File: src/rtl/instruction_issue_queue.sv
// In-order issue FIFO feeding the Tomasulo reservation station: one Adderin pulse per issue, then a settle gap.
// Optional performance counters (issuedCount, stallCycles) are enabled by defining IIQ_PERF_CNT_EN.
module instruction_issue_queue #(
    parameter int DEPTH      = 8,
    parameter int AW         = 3,
    parameter int GAP_CYCLES = 1
) (
    input  logic          clk,
    input  logic          reset,
    input  logic          inValid,
    input  logic [15:0]   inInstr,
    output logic          inReady,
    input  logic          flush,
    input  logic          disponivel,
    output logic          Adderin,
    output logic [15:0]   instruction,
    output logic [AW:0]   count,
    output logic          empty,
    output logic          full
`ifdef IIQ_PERF_CNT_EN
    ,
    output logic [15:0]   issuedCount,
    output logic [15:0]   stallCycles
`endif
);

    typedef enum logic [1:0] {IDLE, ISSUE, GAP} state_t;

    localparam logic [AW:0] FULL_COUNT = (AW+1)'(DEPTH);
    localparam logic [3:0]  GAP_LOAD   = 4'(GAP_CYCLES);

    state_t        state;
    logic [15:0]   mem [DEPTH];
    logic [AW-1:0] rd_ptr;
    logic [AW-1:0] wr_ptr;
    logic [3:0]    gap_cnt;
    logic          push;
    logic          pop;

    // A full queue refuses pushes even when a pop happens on the same edge.
    assign full    = (count == FULL_COUNT);
    assign empty   = (count == '0);
    assign inReady = !full;
    assign push    = inValid && inReady;
    assign pop     = (state == IDLE) && !empty && disponivel;

    always_ff @(posedge clk) begin
        if (push && !reset && !flush)
            mem[wr_ptr] <= inInstr;
    end

    always_ff @(posedge clk) begin
        if (reset) begin
            rd_ptr      <= '0;
            wr_ptr      <= '0;
            count       <= '0;
            state       <= IDLE;
            Adderin     <= 1'b0;
            instruction <= 16'h0000;
            gap_cnt     <= 4'd0;
        end else if (flush) begin
            // Flushed words are dropped and a registered-but-cut pulse counts as not issued.
            rd_ptr  <= wr_ptr;
            count   <= '0;
            state   <= IDLE;
            Adderin <= 1'b0;
        end else begin
            if (push)
                wr_ptr <= wr_ptr + AW'(1);

            case ({push, pop})
                2'b10:   count <= count + (AW+1)'(1);
                2'b01:   count <= count - (AW+1)'(1);
                default: count <= count;
            endcase

            case (state)
                IDLE: begin
                    if (pop) begin
                        instruction <= mem[rd_ptr];
                        Adderin     <= 1'b1;
                        rd_ptr      <= rd_ptr + AW'(1);
                        state       <= ISSUE;
                    end
                end
                ISSUE: begin
                    Adderin <= 1'b0;
                    gap_cnt <= GAP_LOAD;
                    state   <= GAP;
                end
                GAP: begin
                    // The station's busy bits settle here, so disponivel is not trusted yet.
                    Adderin <= 1'b0;
                    if (gap_cnt <= 4'd1) begin
                        gap_cnt <= 4'd0;
                        state   <= IDLE;
                    end else begin
                        gap_cnt <= gap_cnt - 4'd1;
                    end
                end
                default: begin
                    Adderin <= 1'b0;
                    state   <= IDLE;
                end
            endcase
        end
    end

`ifdef IIQ_PERF_CNT_EN
    // Counters survive flush; only reset clears them.
    always_ff @(posedge clk) begin
        if (reset) begin
            issuedCount <= 16'd0;
            stallCycles <= 16'd0;
        end else begin
            if (pop && !flush)
                issuedCount <= issuedCount + 16'd1;
            if ((state == IDLE) && !empty && !disponivel && (stallCycles != 16'hFFFF))
                stallCycles <= stallCycles + 16'd1;
        end
    end
`endif

endmodule

File: config.mk
export PLATFORM = sky130hd
export DESIGN_NAME = instruction_issue_queue
export DESIGN_NICKNAME = d
export VERILOG_FILES = /design/src/rtl/instruction_issue_queue.sv
export SDC_FILE = /design/constraint.sdc
export NUM_CORES = 1
export LEC_CHECK = 0
export ABC_AREA = 1
export CAP_MARGIN = 40
export CORE_AREA = 2 2 109 111
export CTS_CLUSTER_SIZE = 8
export DETAILED_ROUTE_END_ITERATION = 12
export DIE_AREA = 0 0 111 113
export PLACE_DENSITY = 0.83
export REMOVE_ABC_BUFFERS = 1
export SETUP_SLACK_MARGIN = 0.4
export SYNTH_ARGS = -nofsm -noshare
export SYNTH_HDL_FRONTEND = slang
export SYNTH_SLANG_ARGS = --single-unit
File: constraint.sdc
create_clock -name clk -period 6.25 [get_ports clk]
set_input_delay 0.625 -clock clk [delete_from_list [all_inputs] [get_ports clk]]
set_output_delay 0.625 -clock clk [all_outputs]
set_load 0.1 [all_outputs]
# After elaboration in Yosys (flattened, before gate mapping)
# Memory sizes are Yosys's and may differ from the RTL's. A register that Yosys moved wholly into a read port is not among the register bits.
# Index checks and enable logic that the tools add are counted.
# word_totals
out_inout_bits	24
mem_count	1
ram_bits	128
romBits	0
latch_bits	0
reg_bits	17
in_bits	21
# memory_table
name	depth	width	rd	rd_clocked_by_memory_dff	wr	line_no	rtl
mem	8	16	1	1	1	33	logic [15:0] mem [DEPTH];
# op_classes
n_eq_ne	7
n_lt_le_gt_ge	1
n_shift	0
add_sub_neg	5
reduce_logical	22
multipliers	0
bitwise	2
div_mod_pow	0
muxes	11
# ops
operator	n
case mux 4 bit (2 select lines)	2
two-way mux 3 bit	3
AND reduction 2 bit	4
nonzero test 2 bit	4
subtractor 4 x 1 -> 4 bit, second input constant	2
adder 3 x 1 -> 3 bit, second input constant	2
case mux 2 bit (3 select lines)	1
logical AND 1 bit	5
adder 4 x 1 -> 4 bit, second input constant	1
equality test 2 x 1 -> 1 bit, second input constant	2
equality test 2 bit, second input constant	2
equality test 4 bit, second input constant	1
<= comparator 4 x 1 -> 1 bit, second input constant	1
logical NOT 1 bit	4
logical NOT 4 bit	1
two-way mux 2 bit	2
two-way mux 4 bit	1
inequality test 2 bit, second input constant	2
AND reduction 3 bit	1
OR reduction 3 bit	1
logical NOT 2 bit	1
two-way mux 1 bit	2
inverter 1 bit	2
OR reduction 2 bit	1

# Depth between registers and ports, before layout
# Gate-level depths: netlist of the first run.
# logic_depth
ltp_word	7
ltp_mapped	15
ltp_nobuf	15

# Worst setup path before layout of the first run
# Ideal clock, no wire load.
# synth_path
path_type	flip-flop to output port
startpoint	register count[3]
endpoint	output port full
setup_slack_ps	2517
path_stages_with_launch	3
required_ps	5625
arrival_ps	3108
cell_sequence	dfxtp_1 -> nand3_1 -> inv_1
# synth_between
elab_chain_len	1
# synth_lines
item	line_no	rtl
start, declared	17	output logic [AW:0] count,
start signal, assigned	72	2'b10: count <= count + (AW+1)'(1);
start signal, assigned	73	2'b01: count <= count - (AW+1)'(1);
start signal, assigned	74	default: count <= count;
equality test 4 bit	41	assign full = (count == FULL_COUNT);
end, declared	19	output logic full
# No other way between the ends.

# Worst setup path in the final report of the first run
# layout_path
startpoint	register count[0]
endpoint	output port full
# Same word-level chain as after synthesis.

==> results.toml, run 1 <==
[pwr]
fin_total_pwr_mw = 2.42
peakVddDrop_mv = 0.190
power_density_mw_per_mm2 = 284
p_leak_nw = 3.53

[worst_setup_path]
total_buffers_and_inverters_traversed_by_the_critical_path = 3
reg2reg_setup_slack_ps = 3810
crit_required_ps = 5620
timing.reg2reg.worst_path_depth = 7
setup.worst_path.class = "reg -> out"
worst_path_max_delay_cell = "sky130_fd_sc_hd__clkdlybuf4s50_1"
start_kind = "register"
cell_by_cell_trace_of_the_critical_path = "nor2_1, nand3_1, inv_1, clkdlybuf4s50_1, buf_8"
critical_path.max_stage_delay_ps = 510
crit_path_max_fanout = 4
crit_path_end_kind = "output port"
r2r_start = "count[1]"
crit-reg2reg-capture = "mem[1][1]"
worst-endpoint-arrival_ps = 1960
timing.critical_path.max_delay_family = "buffers and inverters"

[final_layout]
instances_no_fill = 934
flow.area_growth_from_synthesis_pct = 21.3
layout_nets = 810
layout-drive-gt1-share_pct = 10.5
n_fill_cell = 690
n_antenna_cell = 0

[route]
viasPerCell = 5.49
number_of_vias_after_detailed_routing = 5132
first_iter_violations = 472
detail_route.wl_per_cell_um = 16.8
detail_route.wirelength_um = 15700
drtAntennaViolNets = 0
dr.pass1.iters = 5
drt_drc_violations_left = 0

[clock_network]
ctsRootBufferMaster = "sky130_fd_sc_hd__clkbuf_16"
buffer_depth_of_the_longest_clock_path = 2
cts-buffers-inserted = 17
cts.htree.levels = 4
cts_tree = "built"
postCtsSetupRepairBufs = 0
cts.sink_count = 161
post_cts_hold_buffer_count = 0
post_cts_resized = 0
post_cts_clock_slew_at_the_launch_and_capture_registers_of_the_worst_setup_and_hold_paths_ps = 60
clock_latency_ps = 420

[timing]
max_freq_mhz = 387
fin_setup_tns_ps = 0
finalWorstPathRequiredPeriod_ps = 2590
hold_viol_final = 0
grt_setup_unrepaired = "no"
clock_skew_ps = 7.09
slew_violations = 0
layout_setup_ws_ps = 3660
period_share_pct = 41.4
max-slew-margin-rel_pct = 35.3
worst_slew_pin_slew_ps = 969
setup_viol_count_final = 0

[die]
die_width_um = 111
floorplan.io_pins = 45
floorplan.initialDensity_pct = 62.1
die_height_um = 113
placementRows = 39
design.die.area_mm2 = 0.0125
floorplan.core_area_mm2 = 0.0113

[grt]
number_of_global_route_vias_before_repair = 5306
pin_count_of_the_biggest_net_entering_global_routing = 67
antenna_found_initial = 0
global_route.usage.total_pct = 26.1
grt-ovfl-total = 0
grt_pass1_wl_um = 25400

[yosys]
postSynthCellCount = 707
synth_mux_area_share_pct = 0
synthesis.area_mm2 = 0.00700
postSynthAreaPerCell_um2 = 9.91
ys.warnings.count = 0
synth_compound_area_share_pct = 3.09
ys_types = 26
combinational_family_with_the_most_area_after_synthesis = "simple AND/OR/NAND/NOR gates"
synth.ff_latch_count = 161
synth_xor_xnor_area_share_pct = 0.750
synthSimpleGateAreaFrac_pct = 20.9
fraction_of_the_yosys_area_taken_by_sequential_cells_pct = 64.3
share_of_synthesized_cell_area_in_full_adder_half_adder_and_majority_cells_pct = 2.07

[run]
cap_violations = 0

[status]
run_status = "complete, no violations"

[placement]
final_replace_weighted_congestion = 0.806
detailedPlacementHpwl_um = 9590
place_inst = 902
port_buffers = 44
placement.setup.worst_slack_ps = 3340

[hold_path]
min-delay-path-class = "reg -> reg"
worst_hold_path.endpoint = "instruction[14]"
worstHoldPathCells = 2
hold_path.startpoint = "instruction[14]"
registers in the layout (all words and copies together), names as in the netlist:
name	count
rd_ptr	3
instruction	16
mem	128
gap_cnt	4
count	4
wr_ptr	3
state	2
Adderin	1
cell type report:
class	instances	area, um^2	share of cell area [%]
inverter	123	462	5.44
clock buffer	19	433	5.10
clock inverter	13	120	1.41
timing repair buffer	81	918	10.8
sequential	161	4510	53.0
multi-input combinational	394	1880	22.1
tap	143	179	2.11
worst register-to-register path: cells and delay by family (launching register included):
family	cells	cell delay, ps
AND/OR/NAND/NOR	6	1390
flip-flops	1	410
buffers and inverters	1	330
synth_stat cells:
| cell type | n | share of area (%) |
|---|---|---|
| sky130_fd_sc_hd__nand2_1 | 209 | 11 |
| sky130_fd_sc_hd__xnor2_1 | 2 | 0.25 |
| sky130_fd_sc_hd__dfxtp_1 | 33 | 9.4 |
| sky130_fd_sc_hd__buf_2 | 17 | 1.2 |
| sky130_fd_sc_hd__inv_1 | 122 | 6.5 |
| sky130_fd_sc_hd__edfxtp_1 | 128 | 55 |
| sky130_fd_sc_hd__buf_12 | 1 | 0.29 |
| sky130_fd_sc_hd__a21oi_1 | 17 | 1.2 |
| sky130_fd_sc_hd__nand3_2 | 7 | 1.0 |
| sky130_fd_sc_hd__ha_1 | 10 | 1.8 |
| sky130_fd_sc_hd__a21oi_2 | 7 | 0.88 |
| sky130_fd_sc_hd__nor2_4 | 1 | 0.16 |
| sky130_fd_sc_hd__inv_2 | 1 | 0.054 |
| sky130_fd_sc_hd__clkbuf_1 | 7 | 0.38 |
| sky130_fd_sc_hd__fa_1 | 1 | 0.29 |
| sky130_fd_sc_hd__buf_4 | 2 | 0.21 |
| sky130_fd_sc_hd__nor2_1 | 22 | 1.2 |
| sky130_fd_sc_hd__nand2_4 | 1 | 0.16 |
| sky130_fd_sc_hd__o21ai_0 | 9 | 0.64 |
| sky130_fd_sc_hd__or2_2 | 1 | 0.089 |
| sky130_fd_sc_hd__nand3_1 | 98 | 7.0 |
| sky130_fd_sc_hd__nand2_2 | 1 | 0.089 |
| sky130_fd_sc_hd__xor2_1 | 4 | 0.50 |
| sky130_fd_sc_hd__buf_6 | 1 | 0.16 |
| sky130_fd_sc_hd__buf_1 | 1 | 0.054 |
| sky130_fd_sc_hd__a31oi_1 | 4 | 0.36 |
per-layer routing:
metal	up-vias	wire [um]	global-route usage, %
met5	-	0	0
met2	250	7860	44.4
met4	0	559	14.1
met1	2409	6090	31.7
met3	53	1220	5.46
li1	2420	-	-
how the worst max path moves through the flow:
stage | startpoint | to | slack [ps] | depth (start not counted)
2_1_floorplan | count[3] | full | 2520 | 2
3_3_place_gp | reset | mem[2][7] | 3390 | 7
3_5_place_dp | reset | mem[2][7] | 3340 | 7
4_1_cts | count[0] | full | 3650 | 5
5_1_grt | count[0] | full | 3580 | 5
6_report | count[0] | full | 3660 | 5
layout by cell type, fill, tap and decap left out, types with 3 or more instances in the layout:
cell type,count
sky130_fd_sc_hd__nand3_1,98
sky130_fd_sc_hd__nand2_1,209
sky130_fd_sc_hd__buf_8,24
sky130_fd_sc_hd__a31oi_1,4
sky130_fd_sc_hd__xor2_1,4
sky130_fd_sc_hd__dfxtp_1,32
sky130_fd_sc_hd__clkinv_1,4
sky130_fd_sc_hd__edfxtp_1,128
sky130_fd_sc_hd__a21oi_2,7
sky130_fd_sc_hd__o21ai_0,9
sky130_fd_sc_hd__inv_1,122
sky130_fd_sc_hd__clkinv_2,3
sky130_fd_sc_hd__buf_4,12
sky130_fd_sc_hd__a21oi_1,17
sky130_fd_sc_hd__clkbuf_16,17
sky130_fd_sc_hd__ha_1,10
sky130_fd_sc_hd__nor2_1,22
sky130_fd_sc_hd__clkdlybuf4s50_1,44
sky130_fd_sc_hd__nand3_2,7
sky130_fd_sc_hd__clkinvlp_4,4
through the flow:
| stage | hold slack [ps] | cell area, um^2 | util, % |
|---|---|---|---|
| floorplan | 452 | 6840 | - |
| global placement | 453 | 7550 | 67.0 |
| detailed placement | 465 | 7940 | 70.5 |
| CTS | 474 | 8490 | 75.4 |
| global route | 489 | 8490 | 75.4 |
| finish | 472 | 8490 | 75.4 |
logic make-up (layout without fill, tap and decap cells):
| kind of cell | count (synthesis) | after routing |
|---|---|---|
| buffers and inverters | 152 | 236 |
| DFF | 161 | 161 |
| adders and majority gates | 11 | 11 |
| xor gates and xnor gates | 6 | 6 |
| AOI/OAI and AO/OA | 37 | 37 |
| and+or+nand+nor | 340 | 340 |
power by group:
group          switching (mW)  internal [mW]  leakage (nW)
registers             0.00922           1.17          1.42
logic                   0.175         0.0857          1.85
clock network           0.395          0.579         0.259
total                   0.580           1.84          3.53
Note: power is estimated with default switching activity, not from simulation.
==> run 2, diff against run 1 <==
- CORE_AREA: 2 2 109 111 -> 2 2 112 114
- DIE_AREA: 0 0 111 113 -> 0 0 114 116
- PLACE_DENSITY: 0.83 -> 0.79
- clock period: 6.25 -> 2.6 ns (I/O delays scaled with it)
==> results.toml, run 2 (same netlist as run 1, synthesis figures left out) <==
[status]
run_status = "complete, no violations"

[worst_setup_path]
worst-endpoint-arrival_ps = 2470
crit_path_max_fanout = 6
timing.reg2reg.worst_path_depth = 14
r2r_start = "state[0]"
setup.worst_path.class = "reg -> reg"
crit-reg2reg-capture = "count[3]"
start_kind = "register"
crit_required_ps = 2960
reg2reg_setup_slack_ps = 490
crit_path_end_kind = "register"

[route]
detail_route.wl_per_cell_um = 16.7
viasPerCell = 5.40
dr.pass1.iters = 5
drt_drc_violations_left = 0
number_of_vias_after_detailed_routing = 4993
drtAntennaViolNets = 0
first_iter_violations = 490
detail_route.wirelength_um = 15500

[die]
floorplan.io_pins = 45
die_width_um = 114
placementRows = 40
die_height_um = 116
floorplan.initialDensity_pct = 58.8
floorplan.core_area_mm2 = 0.0119
design.die.area_mm2 = 0.0132

[timing]
worst_slew_pin_slew_ps = 715
grt_setup_unrepaired = "yes"
hold_slack_ps = 468
max_freq_mhz = 473
fin_setup_tns_ps = 0
setup_viol_count_final = 0
hold_viol_final = 0
period_share_pct = 81.3
finalWorstPathRequiredPeriod_ps = 2110
layout_setup_ws_ps = 487
clock_skew_ps = 8.00
max-slew-margin-rel_pct = 52.3
slew_violations = 0

[final_layout]
largest_registers = "mem (128), instruction (16)"
utilization_pct = 68.8
flow.area_growth_from_synthesis_pct = 17.0
largest_reg_flops = 128
most_frequent_cells_in_the_layout = "sky130_fd_sc_hd__nand2_1, sky130_fd_sc_hd__edfxtp_1, sky130_fd_sc_hd__inv_1"
layout_nets = 796
n_antenna_cell = 0
mostFrequentLayoutCell = "sky130_fd_sc_hd__nand2_1"
regMostFlops = "mem"
layout-drive-gt1-share_pct = 13.4

[clock_network]
cts-buffers-inserted = 17
post_cts_clock_slew_at_the_launch_and_capture_registers_of_the_worst_setup_and_hold_paths_ps = 60
cts.sink_count = 161
ctsRootBufferMaster = "sky130_fd_sc_hd__clkbuf_16"
cts.htree.levels = 4
postCtsSetupRepairBufs = 0
clock_latency_ps = 420
cts_tree = "built"
buffer_depth_of_the_longest_clock_path = 2

[grt]
grt-ovfl-total = 0
antenna_found_initial = 0
pin_count_of_the_biggest_net_entering_global_routing = 46
number_of_global_route_vias_before_repair = 5034
grt_pass1_wl_um = 24500
global_route.usage.total_pct = 24.8

[hold_path]
hold_path.startpoint = "instruction[14]"
worst_hold_path.endpoint = "instruction[14]"
min-delay-path-class = "reg -> reg"
worstHoldPathCells = 2

[placement]
detailedPlacementHpwl_um = 9510
placement.setup.worst_slack_ps = 285
port_buffers = 44
final_replace_weighted_congestion = 0.813

[pwr]
peakVddDrop_mv = 0.368
p_leak_nw = 3.47
fin_total_pwr_mw = 5.89
power_density_mw_per_mm2 = 718

[run]
cap_violations = 0
==> run 2: changes by cell type in the layout (fill, tap and decap cells not counted), moves of 2 or more <==
cell and change:
sky130_fd_sc_hd__buf_4 +35, sky130_fd_sc_hd__dfxtp_2 +2, sky130_fd_sc_hd__clkinv_1 -3, sky130_fd_sc_hd__clkinv_4 +4, sky130_fd_sc_hd__dfxtp_1 -2, sky130_fd_sc_hd__clkbuf_1 -2, sky130_fd_sc_hd__clkdlybuf4s50_1 -24, sky130_fd_sc_hd__clkinv_2 +2
sky130_fd_sc_hd__ha_1 -2, sky130_fd_sc_hd__buf_8 -24, sky130_fd_sc_hd__clkinvlp_4 -2
==> run 2: area by class of cell <==
type	count	area [um^2]
multi-input combinational	394	1890
tap	147	184
clock buffer	17	425
sequential	161	4510
fill	844	3720
timing repair buffer	67	553
inverter	123	462
clock inverter	15	169
==> run 2: what timing repair did <==
action                                  4_1_cts  5_1_grt
resized for setup                             2        5
hold buffers                                  0        0
endpoints found under the setup margin        1        1
==> run 2: worst max-delay path: stages (launching register included) <==
cell and delay, ps:
sky130_fd_sc_hd__dfxtp_2 340, sky130_fd_sc_hd__inv_1 60, sky130_fd_sc_hd__ha_2 190, sky130_fd_sc_hd__nand2_1 50, sky130_fd_sc_hd__inv_1 60, sky130_fd_sc_hd__nand2_4 110
sky130_fd_sc_hd__inv_2 70, sky130_fd_sc_hd__ha_4 170, sky130_fd_sc_hd__ha_1 300, sky130_fd_sc_hd__or2_2 320, sky130_fd_sc_hd__nand2_1 80, sky130_fd_sc_hd__nand2_1 70
sky130_fd_sc_hd__nand2_1 70, sky130_fd_sc_hd__nand2_1 50, sky130_fd_sc_hd__a21oi_1 110
==> run 2: worst max path at each step <==
stage	start	endpoint	slack, ps	depth (start not counted)
final	state[0]	count[3]	490	14
after global routing	state[1]	count[3]	400	14
after CTS	state[1]	count[3]	410	14
after detailed placement	disponivel	count[3]	280	13
after global placement	disponivel	count[3]	370	13
after floorplan	count[0]	mem[1][0]	-1000	6
==> run 2: stage by stage <==
stage / area (um^2) / instances
2_1_floorplan: 6840 / 678
3_3_place_gp: 7580 / 892
3_5_place_dp: 7580 / 892
4_1_cts: 8180 / 924
5_1_grt: 8200 / 924
6_report: 8200 / 924
==> run 2: power by group <==
part	leakage [nW]	internal (mW)	switching, mW
Combinational	1.76	0.155	0.409
Clock	0.290	1.50	0.978
Sequential	1.42	2.81	0.0289
Total	3.47	4.47	1.41
==> run 2: per-layer routing <==
| metal | vias up | routed length, um | GRT usage [%] |
|---|---|---|---|
| met1 | 2373 | 6230 | 29.4 |
| met2 | 192 | 7800 | 42.6 |
| li1 | 2391 | - | - |
| met4 | 0 | 467 | 13.7 |
| met5 | - | 0 | 0 |
| met3 | 37 | 952 | 5.23 |
